[config.mk]
export PLATFORM = sky130hd
export DESIGN_NAME = taxi_axis_frame_gate_flat
export DESIGN_NICKNAME = d
export VERILOG_FILES = /design/src/rtl/taxi_axis_frame_gate_if.sv /design/src/rtl/taxi_axis_frame_gate.sv /design/src/flat_wrapper.sv
export SDC_FILE = /design/constraint.sdc
export NUM_CORES = 1
export LEC_CHECK = 0
export BUFFER_PORTS_ARGS = -buffer_cell sky130_fd_sc_hd__buf_2
export CELL_PAD_IN_SITES_DETAIL_PLACEMENT = 1
export CELL_PAD_IN_SITES_GLOBAL_PLACEMENT = 2
export CORE_MARGIN = 3
export CORE_UTILIZATION = 30
export DETAILED_ROUTE_END_ITERATION = 16
export GPL_TIMING_DRIVEN = 0
export PLACE_DENSITY = 0.79
export SLEW_MARGIN = 5
export SYNTH_ARGS = -nofsm -noshare
export SYNTH_HDL_FRONTEND = slang
export SYNTH_SLANG_ARGS = --single-unit
[constraint.sdc]
create_clock -name clk -period 5.4 [get_ports clk]
set_clock_uncertainty 0.15 [all_clocks]
set_input_delay 0.54 -clock clk [delete_from_list [all_inputs] [get_ports clk]]
set_output_delay 0.54 -clock clk [all_outputs]
set_load 0.05 [all_outputs]
[src/rtl/taxi_axis_frame_gate_if.sv]
// AXI4-Stream interface bundle with per-sideband enables; the widths and enables travel
// with the interface so that blocks can read them.
interface taxi_axis_if #(
  parameter int unsigned DATA_W  = 8,
  parameter bit          KEEP_EN = (DATA_W > 8),
  parameter int unsigned KEEP_W  = (DATA_W + 7) / 8,
  parameter bit          STRB_EN = 1'b0,
  parameter bit          LAST_EN = 1'b1,
  parameter bit          ID_EN   = 1'b0,
  parameter int unsigned ID_W    = 8,
  parameter bit          DEST_EN = 1'b0,
  parameter int unsigned DEST_W  = 8,
  parameter bit          USER_EN = 1'b0,
  parameter int unsigned USER_W  = 1
);
  logic [DATA_W-1:0] tdata;
  logic [KEEP_W-1:0] tkeep;
  logic [KEEP_W-1:0] tstrb;
  logic              tlast;
  logic [ID_W-1:0]   tid;
  logic [DEST_W-1:0] tdest;
  logic [USER_W-1:0] tuser;
  logic              tvalid;
  logic              tready;

  modport src (
    output tdata, tkeep, tstrb, tlast, tid, tdest, tuser, tvalid,
    input  tready
  );

  modport snk (
    input  tdata, tkeep, tstrb, tlast, tid, tdest, tuser, tvalid,
    output tready
  );
endinterface

[src/rtl/taxi_axis_frame_gate.sv]
// Frame-granular stream gate: the enable level seen on a frame's first beat decides whether
// the whole frame is forwarded through a two-entry skid buffer or silently consumed.
module taxi_axis_frame_gate #(
  parameter int unsigned CNT_W = 32
) (
  input  logic             clk,
  input  logic             rst,
  taxi_axis_if.snk         s_axis,
  taxi_axis_if.src         m_axis,
  input  logic             enable,
  output logic [CNT_W-1:0] stat_pass_frames,
  output logic [CNT_W-1:0] stat_drop_frames,
  output logic             stat_drop
);
  localparam int unsigned DATA_W  = s_axis.DATA_W;
  localparam bit          KEEP_EN = s_axis.KEEP_EN && m_axis.KEEP_EN;
  localparam int unsigned KEEP_W  = m_axis.KEEP_W;
  localparam bit          STRB_EN = s_axis.STRB_EN && m_axis.STRB_EN;
  localparam bit          LAST_EN = s_axis.LAST_EN && m_axis.LAST_EN;
  localparam bit          ID_EN   = s_axis.ID_EN && m_axis.ID_EN;
  localparam int unsigned ID_W    = m_axis.ID_W;
  localparam bit          DEST_EN = s_axis.DEST_EN && m_axis.DEST_EN;
  localparam int unsigned DEST_W  = m_axis.DEST_W;
  localparam bit          USER_EN = s_axis.USER_EN && m_axis.USER_EN;
  localparam int unsigned USER_W  = m_axis.USER_W;

  if (m_axis.DATA_W != DATA_W) begin : g_err_data_w
    $fatal(1, "taxi_axis_frame_gate: m_axis DATA_W differs from s_axis DATA_W");
  end
  if (KEEP_EN && (s_axis.KEEP_W != m_axis.KEEP_W)) begin : g_err_keep_w
    $fatal(1, "taxi_axis_frame_gate: m_axis KEEP_W differs from s_axis KEEP_W");
  end

  typedef struct packed {
    logic [DATA_W-1:0] data;
    logic [KEEP_W-1:0] keep;
    logic [KEEP_W-1:0] strb;
    logic              last;
    logic [ID_W-1:0]   id;
    logic [DEST_W-1:0] dest;
    logic [USER_W-1:0] user;
  } beat_t;

  typedef enum logic [1:0] {StIdle, StPass, StDrop} state_t;

  state_t           state_q;
  logic [CNT_W-1:0] pass_cnt_q, drop_cnt_q;
  logic             drop_pulse_q;

  logic  s_ready_q, s_ready_d;
  logic  m_valid_q, m_valid_d;
  logic  tmp_valid_q, tmp_valid_d;
  beat_t out_q, tmp_q, in_beat;
  logic  load_out_in, load_out_tmp, load_tmp_in;

  logic in_last, accept, sel_pass, pass_beat;

  // Disabled sidebands are normalised on entry so the registers already hold the constants.
  always_comb begin
    in_beat.data = s_axis.tdata;
    in_beat.keep = KEEP_EN ? KEEP_W'(s_axis.tkeep) : '1;
    in_beat.strb = STRB_EN ? KEEP_W'(s_axis.tstrb) : in_beat.keep;
    in_beat.last = in_last;
    in_beat.id   = ID_EN ? ID_W'(s_axis.tid) : '0;
    in_beat.dest = DEST_EN ? DEST_W'(s_axis.tdest) : '0;
    in_beat.user = USER_EN ? USER_W'(s_axis.tuser) : '0;
  end

  assign in_last   = LAST_EN ? s_axis.tlast : 1'b1;
  assign accept    = s_axis.tvalid && s_ready_q;
  assign sel_pass  = (state_q == StIdle) ? enable : (state_q == StPass);
  assign pass_beat = accept && sel_pass;

  always_ff @(posedge clk) begin
    if (rst) begin
      state_q      <= StIdle;
      pass_cnt_q   <= '0;
      drop_cnt_q   <= '0;
      drop_pulse_q <= 1'b0;
    end else begin
      drop_pulse_q <= 1'b0;
      if (accept) begin
        if (in_last) begin
          state_q <= StIdle;
          if (sel_pass) begin
            pass_cnt_q <= pass_cnt_q + CNT_W'(1);
          end else begin
            drop_cnt_q   <= drop_cnt_q + CNT_W'(1);
            drop_pulse_q <= 1'b1;
          end
        end else if (state_q == StIdle) begin
          state_q <= sel_pass ? StPass : StDrop;
        end
      end
    end
  end

  // A registered ready only ever admits a beat while the temp slot is empty.
  always_comb begin
    m_valid_d    = m_valid_q;
    tmp_valid_d  = tmp_valid_q;
    load_out_in  = 1'b0;
    load_out_tmp = 1'b0;
    load_tmp_in  = 1'b0;
    if (s_ready_q) begin
      if (m_axis.tready || !m_valid_q) begin
        m_valid_d   = pass_beat;
        load_out_in = pass_beat;
      end else begin
        tmp_valid_d = pass_beat;
        load_tmp_in = pass_beat;
      end
    end else if (m_axis.tready) begin
      m_valid_d    = tmp_valid_q;
      tmp_valid_d  = 1'b0;
      load_out_tmp = 1'b1;
    end
    s_ready_d = m_axis.tready || !m_valid_q || (!tmp_valid_q && !pass_beat);
  end

  always_ff @(posedge clk) begin
    if (rst) begin
      s_ready_q   <= 1'b0;
      m_valid_q   <= 1'b0;
      tmp_valid_q <= 1'b0;
    end else begin
      s_ready_q   <= s_ready_d;
      m_valid_q   <= m_valid_d;
      tmp_valid_q <= tmp_valid_d;
    end
    if (load_out_in) begin
      out_q <= in_beat;
    end else if (load_out_tmp) begin
      out_q <= tmp_q;
    end
    if (load_tmp_in) begin
      tmp_q <= in_beat;
    end
  end

  assign s_axis.tready    = s_ready_q;
  assign m_axis.tvalid    = m_valid_q;
  assign m_axis.tdata     = out_q.data;
  assign m_axis.tkeep     = out_q.keep;
  assign m_axis.tstrb     = out_q.strb;
  assign m_axis.tlast     = out_q.last;
  assign m_axis.tid       = out_q.id;
  assign m_axis.tdest     = out_q.dest;
  assign m_axis.tuser     = out_q.user;
  assign stat_pass_frames = pass_cnt_q;
  assign stat_drop_frames = drop_cnt_q;
  assign stat_drop        = drop_pulse_q;
endmodule

[src/flat_wrapper.sv]
// flat-port wrapper written by rule: the top's interface ports become plain ports
module taxi_axis_frame_gate_flat 
#(
  parameter int unsigned CNT_W = 32
)
  (clk, rst, enable, stat_pass_frames, stat_drop_frames, stat_drop, s_axis_tdata, s_axis_tkeep, s_axis_tstrb, s_axis_tlast, s_axis_tid, s_axis_tdest, s_axis_tuser, s_axis_tvalid, s_axis_tready, m_axis_tdata, m_axis_tkeep, m_axis_tstrb, m_axis_tlast, m_axis_tid, m_axis_tdest, m_axis_tuser, m_axis_tvalid, m_axis_tready);
  taxi_axis_if #(.DATA_W(32), .KEEP_EN(1), .KEEP_W(4), .STRB_EN(0), .LAST_EN(1), .ID_EN(1), .ID_W(4), .DEST_EN(0), .DEST_W(3), .USER_EN(1), .USER_W(2)) s_axis_i ();
  taxi_axis_if #(.DATA_W(32), .KEEP_EN(1), .KEEP_W(4), .STRB_EN(0), .LAST_EN(1), .ID_EN(1), .ID_W(4), .DEST_EN(0), .DEST_W(3), .USER_EN(1), .USER_W(2)) m_axis_i ();
  input  logic clk;
  input  logic rst;
  input  logic enable;
  output logic [CNT_W-1:0] stat_pass_frames;
  output logic [CNT_W-1:0] stat_drop_frames;
  output logic stat_drop;
  input wire logic [$bits(s_axis_i.tdata)-1:0] s_axis_tdata;
  input wire logic [$bits(s_axis_i.tkeep)-1:0] s_axis_tkeep;
  input wire logic [$bits(s_axis_i.tstrb)-1:0] s_axis_tstrb;
  input wire logic [$bits(s_axis_i.tlast)-1:0] s_axis_tlast;
  input wire logic [$bits(s_axis_i.tid)-1:0] s_axis_tid;
  input wire logic [$bits(s_axis_i.tdest)-1:0] s_axis_tdest;
  input wire logic [$bits(s_axis_i.tuser)-1:0] s_axis_tuser;
  input wire logic [$bits(s_axis_i.tvalid)-1:0] s_axis_tvalid;
  output wire logic [$bits(s_axis_i.tready)-1:0] s_axis_tready;
  output wire logic [$bits(m_axis_i.tdata)-1:0] m_axis_tdata;
  output wire logic [$bits(m_axis_i.tkeep)-1:0] m_axis_tkeep;
  output wire logic [$bits(m_axis_i.tstrb)-1:0] m_axis_tstrb;
  output wire logic [$bits(m_axis_i.tlast)-1:0] m_axis_tlast;
  output wire logic [$bits(m_axis_i.tid)-1:0] m_axis_tid;
  output wire logic [$bits(m_axis_i.tdest)-1:0] m_axis_tdest;
  output wire logic [$bits(m_axis_i.tuser)-1:0] m_axis_tuser;
  output wire logic [$bits(m_axis_i.tvalid)-1:0] m_axis_tvalid;
  input wire logic [$bits(m_axis_i.tready)-1:0] m_axis_tready;
  assign s_axis_i.tdata = s_axis_tdata;
  assign s_axis_i.tkeep = s_axis_tkeep;
  assign s_axis_i.tstrb = s_axis_tstrb;
  assign s_axis_i.tlast = s_axis_tlast;
  assign s_axis_i.tid = s_axis_tid;
  assign s_axis_i.tdest = s_axis_tdest;
  assign s_axis_i.tuser = s_axis_tuser;
  assign s_axis_i.tvalid = s_axis_tvalid;
  assign s_axis_tready = s_axis_i.tready;
  assign m_axis_tdata = m_axis_i.tdata;
  assign m_axis_tkeep = m_axis_i.tkeep;
  assign m_axis_tstrb = m_axis_i.tstrb;
  assign m_axis_tlast = m_axis_i.tlast;
  assign m_axis_tid = m_axis_i.tid;
  assign m_axis_tdest = m_axis_i.tdest;
  assign m_axis_tuser = m_axis_i.tuser;
  assign m_axis_tvalid = m_axis_i.tvalid;
  assign m_axis_i.tready = m_axis_tready;
  taxi_axis_frame_gate #(.CNT_W(CNT_W)) u_core (.clk(clk), .rst(rst), .s_axis(s_axis_i), .m_axis(m_axis_i), .enable(enable), .stat_pass_frames(stat_pass_frames), .stat_drop_frames(stat_drop_frames), .stat_drop(stat_drop));
endmodule
Word-level counts from Yosys, hierarchy flattened
Index checks and enable logic that the tools add are counted.

operators by class
  $add $sub $neg = 2
  bitwise operators = 3
  equal/unequal tests = 3
  reduce and logical (&&, ||, !) cells = 18
  multiplexer cells = 19

operator list
  cell                     count
  $mux W50                 2
  $add A32 B1 Y32 const B  2
  $mux W1                  14
  $mux W2                  3
  $reduce_and A2 Y1        3
  $reduce_and A3 Y1        2
  $reduce_bool A2 Y1       3
  $ne A2 B2 Y1 const B     2
  $logic_and A1 B1 Y1      3
  $logic_not A1 Y1         3
  $not A1 Y1               3
  $reduce_or A3 Y1         1
  $eq A2 B1 Y1 const B     1
  $logic_not A2 Y1         1
  $logic_or A1 B1 Y1       2

word-level totals
  word-level logic and storage cells = 63
  flip-flop bits (word level) = 160

Longest topological paths before layout
Gate-level depths: netlist (run 1).

  word-level depth = 6
  mapped depth = 7
  gate-level depth less buffers = 6

Worst setup path after synthesis (run 1)
No wires, ideal clock.

  kind = flip-flop to flip-flop
  from = register u_core.s_ready_q, in the netlist u_core.s_axis.tready
  to = register u_core.out_q, in the netlist u_core.m_axis.tdata[0] (enable)
  arrival time = 4.121 ns
  period minus slack after synthesis = 4.774 ns
  library setup time = 0.503 ns
  path slack = 0.626 ns
  path buffers = 0
  cell stages (with the launch flop) = 3
  path through = dfxtp_1 nand3_1 o21ai_0

between the ends
  word-level cells in the longest chain between the ends = 5
  elaborated cells between the ends (all ways) = 6

ends and longest elaborated chain
  item                            RTL line                     text
  from (decl)                     taxi_axis_frame_gate.sv:50   logic s_ready_q, s_ready_d;
  from (signal assigned)          taxi_axis_frame_gate.sv:127  s_ready_q <= s_ready_d;
  $logic_and A1 B1 Y1             taxi_axis_frame_gate.sv:70   assign accept = s_axis.tvalid && s_ready_q;
  $logic_and A1 B1 Y1             taxi_axis_frame_gate.sv:72   assign pass_beat = accept && sel_pass;
  $mux W1                         taxi_axis_frame_gate.sv:106  if (m_axis.tready || !m_valid_q) begin
  $mux W1                         taxi_axis_frame_gate.sv:105  if (s_ready_q) begin
  $reduce_bool A2 Y1 (no line) *  n/a
  to (signal assigned)            taxi_axis_frame_gate.sv:132  out_q <= in_beat;
  to (signal assigned)            taxi_axis_frame_gate.sv:134  out_q <= tmp_q;
  to (decl)                       taxi_axis_frame_gate.sv:53   beat_t out_q, tmp_q, in_beat;

Mark *: on every way between the ends. The rest lies on a longest branch, timed or not.
A chain may end at the register's enable or synchronous reset.

Final worst setup path (run 1)
  from = register u_core.s_ready_q, in the netlist u_core.s_axis.tready
  to = register u_core.pass_cnt_q[24], in the netlist u_core.stat_pass_frames[24]

between the ends
  word-level cells in the longest chain between the ends = 2

ends and longest elaborated chain
  item                         RTL line                    text
  $logic_and A1 B1 Y1          taxi_axis_frame_gate.sv:70
  $reduce_and A3 Y1 (no line)  n/a
  to (signal assigned)         taxi_axis_frame_gate.sv:86  pass_cnt_q <= pass_cnt_q + CNT_W'(1);
  to (decl)                    taxi_axis_frame_gate.sv:47  logic [CNT_W-1:0] pass_cnt_q, drop_cnt_q;

No other way between the ends.

==> results of run 1 <==
-- sequential cells by signal, indices dropped and copies added (netlist names) --
| name | count |
|---|---|
| u_core.m_axis.tdata | 32 |
| u_core.m_axis.tid | 4 |
| u_core.m_axis.tstrb | 4 |
| u_core.m_axis.tlast | 1 |
| u_core.m_axis.tuser | 2 |
| u_core.tmp_q | 43 |
| u_core.state_q | 2 |
| u_core.m_axis.tvalid | 1 |
| u_core.stat_drop | 1 |
| u_core.tmp_valid_q | 1 |
| u_core.stat_drop_frames | 32 |
| u_core.s_axis.tready | 1 |
| u_core.stat_pass_frames | 32 |
-- metal layers --
| layer | vias to the layer above | wire length, um |
|---|---|---|
| met1 | 2239 | 7330 |
| met4 | 2 | 274 |
| li1 | 2159 | - |
| met5 | - | 13 |
| met3 | 21 | 1133 |
| met2 | 135 | 7568 |
-- layout by cell type, fill, tap and decap left out, drive strengths merged, types with 2 or more instances in the layout --
cell      instances
and3             10
xor2             44
and4              7
o21ai             5
nand2b            2
mux2             43
a21oi             7
nor3              9
nand4            28
nand2            26
dfxtp            70
buf             182
nor2b             3
xnor2            14
edfxtp           86
a31oi             2
clkbuf           25
nand3            22
ha                2
conb              3
and2              2
or3               3
nor4              6
inv              17
nor2             66
clkinvlp          4
-- metrics by stage --
stage / hold slack [ns] / std cells / total power [mW] / utilization / TNS (ns)
3_3_place_gp: 0.3273 / 935 / 1.494 / 0.3653 / -40.21
6_report: 0.1601 / 970 / 2.640 / 0.3967 / 0
4_1_cts: 0.1356 / 969 / 2.683 / 0.3966 / 0
5_1_grt: 0.1335 / 970 / 2.757 / 0.3967 / 0
3_5_place_dp: 0.3536 / 937 / 1.500 / 0.3685 / 0
2_1_floorplan: 0.3209 / 505 / 1.438 / - / 0
-- worst paths after layout --
| path | to | cells past startpoint | slack, ns | startpoint |
|---|---|---|---|---|
| max reg2reg | u_core.stat_pass_frames[24]$_SDFFE_PP0P_ | 6 | 3.01 | u_core.s_axis.tready$_SDFF_PP0_ |
| max | u_core.stat_pass_frames[24]$_SDFFE_PP0P_ | 6 | 3.01 | u_core.s_axis.tready$_SDFF_PP0_ |
| min | u_core.tmp_q[41]$_DFFE_PP_ | 1 | 0.16 | s_axis_tdata[23] |
| min reg2reg | u_core.stat_drop_frames[31]$_SDFFE_PP0P_ | 2 | 0.37 | u_core.stat_drop_frames[31]$_SDFFE_PP0P_ |
-- area by class of cell --
| cell class | instances | area, um^2 |
|---|---|---|
| fill | 2253 | 12320 |
| clock inverter | 15 | 148.9 |
| buffer | 28 | 161.4 |
| sequential | 156 | 3984 |
| multi-input combinational | 314 | 2171 |
| inverter | 7 | 26.28 |
| antenna | 1 | 2.502 |
| clock buffer | 17 | 425.4 |
| tap | 270 | 337.8 |
| timing repair buffer | 162 | 848.3 |
-- cells by family after synthesis --
kind of cell / Yosys count / share of synthesized area
AND/OR/NAND/NOR: 189 / 0.1591
adder cells (fa/ha/maj): 2 / 0.003961
multiplexers: 43 / 0.07666
flip-flops: 156 / 0.6307
other: 1 / 0.0005937
AO/OA/AOI/OAI: 19 / 0.01882
buffers and inverters: 35 / 0.02971
XOR/XNOR: 58 / 0.08043
-- report_power, final --
| group | total (mW) | switching, mW | internal, mW | leakage (nW) |
|---|---|---|---|---|
| Combinational | 0.187 | 0.135 | 0.0519 | 1.59 |
| Clock | 1.17 | 0.552 | 0.617 | 0.271 |
| Sequential | 1.28 | 0.00829 | 1.28 | 1.36 |
| Total | 2.64 | 0.696 | 1.94 | 3.22 |
==> out/metrics.cfg, run 1 <==
[timing]
setup_violations = 0
fmax_mhz = 419.2
setup_ws_ns = 3.015
rsz0062_at_grt = no
relSlewSlack = 0.4649
final_max_slew_viol_count = 0
finalHoldViolCount = 0
worst_pin_slew_ns = 0.7965
finalCritPeriodShare = 0.4418
layout_min_cycle_time_ns = 2.385

[worst_setup_path]
startpoint_type = flop
path_class = flop to flop
crit_chain = nand3_2 > nor3_1 > buf_2 > nand3_1 > xor2_1 > nor2_1
critPathCaptureType = flop
critical_path.max_fanout = 10
cp.required_ns = 5.55
critPathMaxStageDelay_ns = 0.70
crit_buf_inv = 1
crit_arrival_ns = 2.54
crit_family = simple AND/OR/NAND/NOR gates
slowest_stage = nor3_1

[power]
power_density_mw_per_mm2 = 325.7
p_leak_nw = 3.221
vdd_ir_drop_max_mv = 0.1750

[drt]
drt_iter0_drc = 138
via_count = 4556
ant_nets = 0
viasPerCell = 4.697
wl_per_cell_um = 16.83
drc = 0
drtPass1Iterations = 4
routed_wl_um = 16320

[clock_tree]
cts_made_buffers = 17
cts.sinks = 156
path_clk_slew_ns = 0.07
cts_buffer_depth = 2
cts_root_buffer = clkbuf_16
cts_setup_buffers = 0
cts_tree = yes
clkLatencyLatePin_ns = 0.42
postCtsHoldBufs = 0
htreeDepth = 4
postCtsResizedCells = 0

[grt]
grt_max_degree = 28
grt_usage = 0.1453
antenna_found_initial = 2
grt_pass1_vias = 4777
grt_use_met3 = 0.04010
grt_util_met2 = 0.2369
grt_use_met1 = 0.1865
grt_first_pass_wirelength_um = 25900
grt_overflow_total = 0
busiest_layer = met2

[die]
core_area_mm2 = 0.02043
initial_utilization = 0.3092
dieWidth_um = 151.1
dieArea_mm2 = 0.02283
rows = 52
io_pins = 172
die_h_um = 151.1

[logic_synthesis]
yosysTopAreaCell = edfxtp_1
yosysTopAreaCellShare = 0.4089
ys_seq_area_frac = 0.6307
synthArstFlopShare = 0
synth.most_common_cell = edfxtp_1
synth_area_mm2 = 0.006316
synth_commonest_cells = edfxtp_1 (86), dfxtp_1 (70), nor2_1 (65), xor2_1 (44), mux2_2 (43)
yosys_warnings = 0
synth.avg_cell_area_um2 = 12.56
ys.flop_type = edfxtp_1
synth_area_leaders = edfxtp_1 (41%), dfxtp_1 (22%), mux2_2 (7.7%)
synth-edff-count = 86
synth_cell_types = 43
syn_inst = 503
ys_seq_elements = 156

[final_layout]
final_cell_area_mm2 = 0.008105
area_delta_synth_final_pct = 28.33
layout.nets = 743
final_layout_size_suffix_gt1_frac = 0.3891

[run]
cap_violations = 0

[place]
place_ws_ns = 2.741
hpwl_um = 12070
gp_congestion = 0.7428
detailed_place.area_mm2 = 0.007528
io_buffers = 160

[min_path]
hp-class = primary input to flop

[status]
status = finished, final reports clean

No activity file was read; power rests on OpenSTA's default activity.
==> run 2, diff against run 1 <==
--- a/config.mk
+++ b/config.mk
@@ -12,7 +12,7 @@
 export CORE_UTILIZATION = 30
 export DETAILED_ROUTE_END_ITERATION = 16
 export GPL_TIMING_DRIVEN = 0
-export PLACE_DENSITY = 0.79
+export PLACE_DENSITY = 0.82
 export SLEW_MARGIN = 5
 export SYNTH_ARGS = -nofsm -noshare
 export SYNTH_HDL_FRONTEND = slang
==> constraint.sdc (replaced) <==
create_clock -name clk -period 2.05 [get_ports clk]
set_clock_uncertainty 0.15 [all_clocks]
set_input_delay 0.205 -clock clk [delete_from_list [all_inputs] [get_ports clk]]
set_output_delay 0.205 -clock clk [all_outputs]
set_load 0.05 [all_outputs]
==> out/metrics.cfg, run 2 (synthesized netlist as in run 1, its figures left out) <==
[place]
io_buffers = 160  ; unchanged
gp_congestion = 0.7460  ; +0.43%
detailed_place.area_mm2 = 0.007517  ; -0.15%
hpwl_um = 12000  ; -0.58%

[timing]
holdWs_ns = 0.05610  ; -0.1040 ns
finalCritPeriodShare = 0.9736  ; +0.5318
final_max_slew_viol_count = 0  ; unchanged
layout_min_cycle_time_ns = 1.996  ; -0.3896 ns
finalHoldViolCount = 0  ; unchanged
rsz0062_at_grt = yes
worst_pin_slew_ns = 0.6774  ; -0.1191 ns
relSlewSlack = 0.5484  ; +0.08352
setup_violations = 0  ; unchanged
tns_ns = 0  ; unchanged
fmax_mhz = 501.0  ; +20%

[status]
status = finished, final reports clean

[worst_setup_path]
cp.required_ns = 2.17  ; -3.38 ns
r2r_start = u_core.s_axis.tready$_SDFF_PP0_
reg2reg_depth = 6  ; unchanged
crit_family = simple AND/OR/NAND/NOR gates
critical_path.max_fanout = 10  ; unchanged
crit_arrival_ns = 2.12  ; -0.42 ns
critPathMaxStageDelay_ns = 0.40  ; -0.30 ns
path_class = flop to flop
crit_buf_inv = 1  ; unchanged
slowest_stage = dfxtp_4
crit_chain = nand3_2 > nor3_4 > buf_2 > nand4_1 > xnor2_1 > nor2b_1
r2r-end = u_core.stat_drop_frames[29]$_SDFFE_PP0P_
critPathCaptureType = flop
rrSetupSlack_ns = 0.05  ; -2.96 ns
startpoint_type = flop

[clock_tree]
cts_tree = yes
cts_buffer_depth = 2  ; unchanged
htreeDepth = 4  ; unchanged
cts_root_buffer = clkbuf_16
path_clk_slew_ns = 0.06  ; about the same
clkLatencyLatePin_ns = 0.42  ; about the same
cts_made_buffers = 17  ; unchanged
cts.sinks = 156  ; unchanged

[final_layout]
final_cell_area_mm2 = 0.008690  ; +7.2%
layout_commonest_cell = buf_2
multi_input_area_mm2 = 0.002243  ; +3.3%
ff_latch_area_mm2 = 0.004018  ; +0.85%
largest-register = u_core.tmp_q
area_delta_synth_final_pct = 37.58
mostFrequentLayoutCells = buf_2 (163), edfxtp_1 (86), nor2_1 (64)
final_layout_size_suffix_gt1_frac = 0.4091  ; +0.01996
largest_reg_flops = 43  ; unchanged
layout.nets = 792  ; +6.6%
diodes = 0  ; -1
n_fill_cell = 2234  ; -0.84%

[drt]
drt_iter0_drc = 106  ; -23%
drtPass1Iterations = 4  ; unchanged
via_count = 4722  ; +3.6%
viasPerCell = 4.639  ; -1.2%
ant_nets = 0  ; unchanged
routed_wl_um = 17730  ; +8.6%
wl_per_cell_um = 17.42  ; +3.5%
drc = 0  ; unchanged

[grt]
grt_overflow_total = 0  ; unchanged
grt_usage = 0.1526  ; +0.007314
grt_max_degree = 45  ; +61%
grt_first_pass_wirelength_um = 27100  ; +4.6%
grt_pass1_vias = 4944  ; +3.5%
antenna_found_initial = 3  ; +1

[power]
total_power_mw = 6.946  ; +160%
vdd_ir_drop_max_mv = 0.4057  ; +130%
p_leak_nw = 3.469  ; +7.7%
power_density_mw_per_mm2 = 799.3  ; +150%

[die]
core_area_mm2 = 0.02043  ; unchanged
dieWidth_um = 151.1  ; unchanged
initial_utilization = 0.3092  ; unchanged
io_pins = 172  ; unchanged
rows = 52  ; unchanged
dieArea_mm2 = 0.02283  ; unchanged
die_h_um = 151.1  ; unchanged

[min_path]
hp-class = primary input to flop
min_to = u_core.state_q[1]$_SDFFE_PP0P_
worstHoldPathCells = 4  ; +3
hold_start = s_axis_tvalid

[run]
cap_violations = 0  ; unchanged

## run 2: changes by cell type in the layout (fill, tap and decap cells not counted), moves of 4 or more
cell	delta
dfxtp_1	-25
dlygate4sd3_1	+44
inv_8	-4
dfxtp_2	+24
buf_4	+6
buf_2	-6
## run 2: worst max path at each step
stage / startpoint / end / slack (ns) / cells after the start
5_1_grt: u_core.s_axis.tready$_SDFF_PP0_ / u_core.stat_drop_frames[29]$_SDFFE_PP0P_ / -0.05 / 6
4_1_cts: u_core.state_q[1]$_SDFFE_PP0P_ / u_core.m_axis.tdata[20]$_DFFE_PP_ / -0.31 / 3
3_3_place_gp: u_core.state_q[1]$_SDFFE_PP0P_ / u_core.m_axis.tdata[28]$_DFFE_PP_ / -0.36 / 3
6_report: u_core.s_axis.tready$_SDFF_PP0_ / u_core.stat_drop_frames[29]$_SDFFE_PP0P_ / 0.05 / 6
2_1_floorplan: u_core.stat_drop_frames[14]$_SDFFE_PP0P_ / u_core.stat_drop_frames[31]$_SDFFE_PP0P_ / 0.009 / 6
3_5_place_dp: u_core.state_q[1]$_SDFFE_PP0P_ / u_core.m_axis.tdata[10]$_DFFE_PP_ / -0.43 / 3
## run 2: what timing repair did
| action | in CTS | in global routing |
|---|---|---|
| setup endpoints to repair | 150 | 70 |
| pin swaps | 2 | 3 |
| endpoints found under the hold margin | 85 | 0 |
| setup buffers | 2 | 3 |
| gates resized for setup | 6 | 18 |
| hold buffers | 44 | 0 |
## run 2: per-stage QoR
step	instances	setup slack [ns]	utilization
after global placement	935	-0.3592	0.3680
after detailed placement	935	-0.4343	0.3680
final	1018	0.05416	0.4253
after global routing	1018	-0.05327	0.4253
after floorplan	505	0.009090	-
after CTS	1013	-0.3143	0.4192
## run 2: power breakdown
part           total [mW]  internal [mW]  switching (mW)
Sequential           3.39           3.36          0.0263
Combinational       0.583          0.197           0.385
Clock                2.98           1.59            1.38
## run 2: tightest hold or removal path: cells and delay by family
kind	cells	cell delay, ns
and+or+nand+nor	2	0.11
buffers and inverters	1	0.14
AOI/OAI and AO/OA	1	0.11
## run 2: per-layer routing
metal	wire length [um]	global-route usage	up-vias	share of wire
met4	192	0.03853	6	0.011
met1	7554	0.1864	2319	0.43
met3	1003	0.04399	16	0.057
met2	8931	0.2652	127	0.50
li1	-	-	2254	-
met5	48	0	-	0.0027
## run 2: area by class of cell
| class | instances | area share |
|---|---|---|
| timing repair buffer | 211 | 0.1532 |
| tap | 270 | 0.03888 |
| multi-input combinational | 314 | 0.2582 |
| clock inverter | 15 | 0.01469 |
| sequential | 156 | 0.4623 |
| inverter | 7 | 0.003024 |
| clock buffer | 17 | 0.04896 |
| buffer | 28 | 0.02073 |
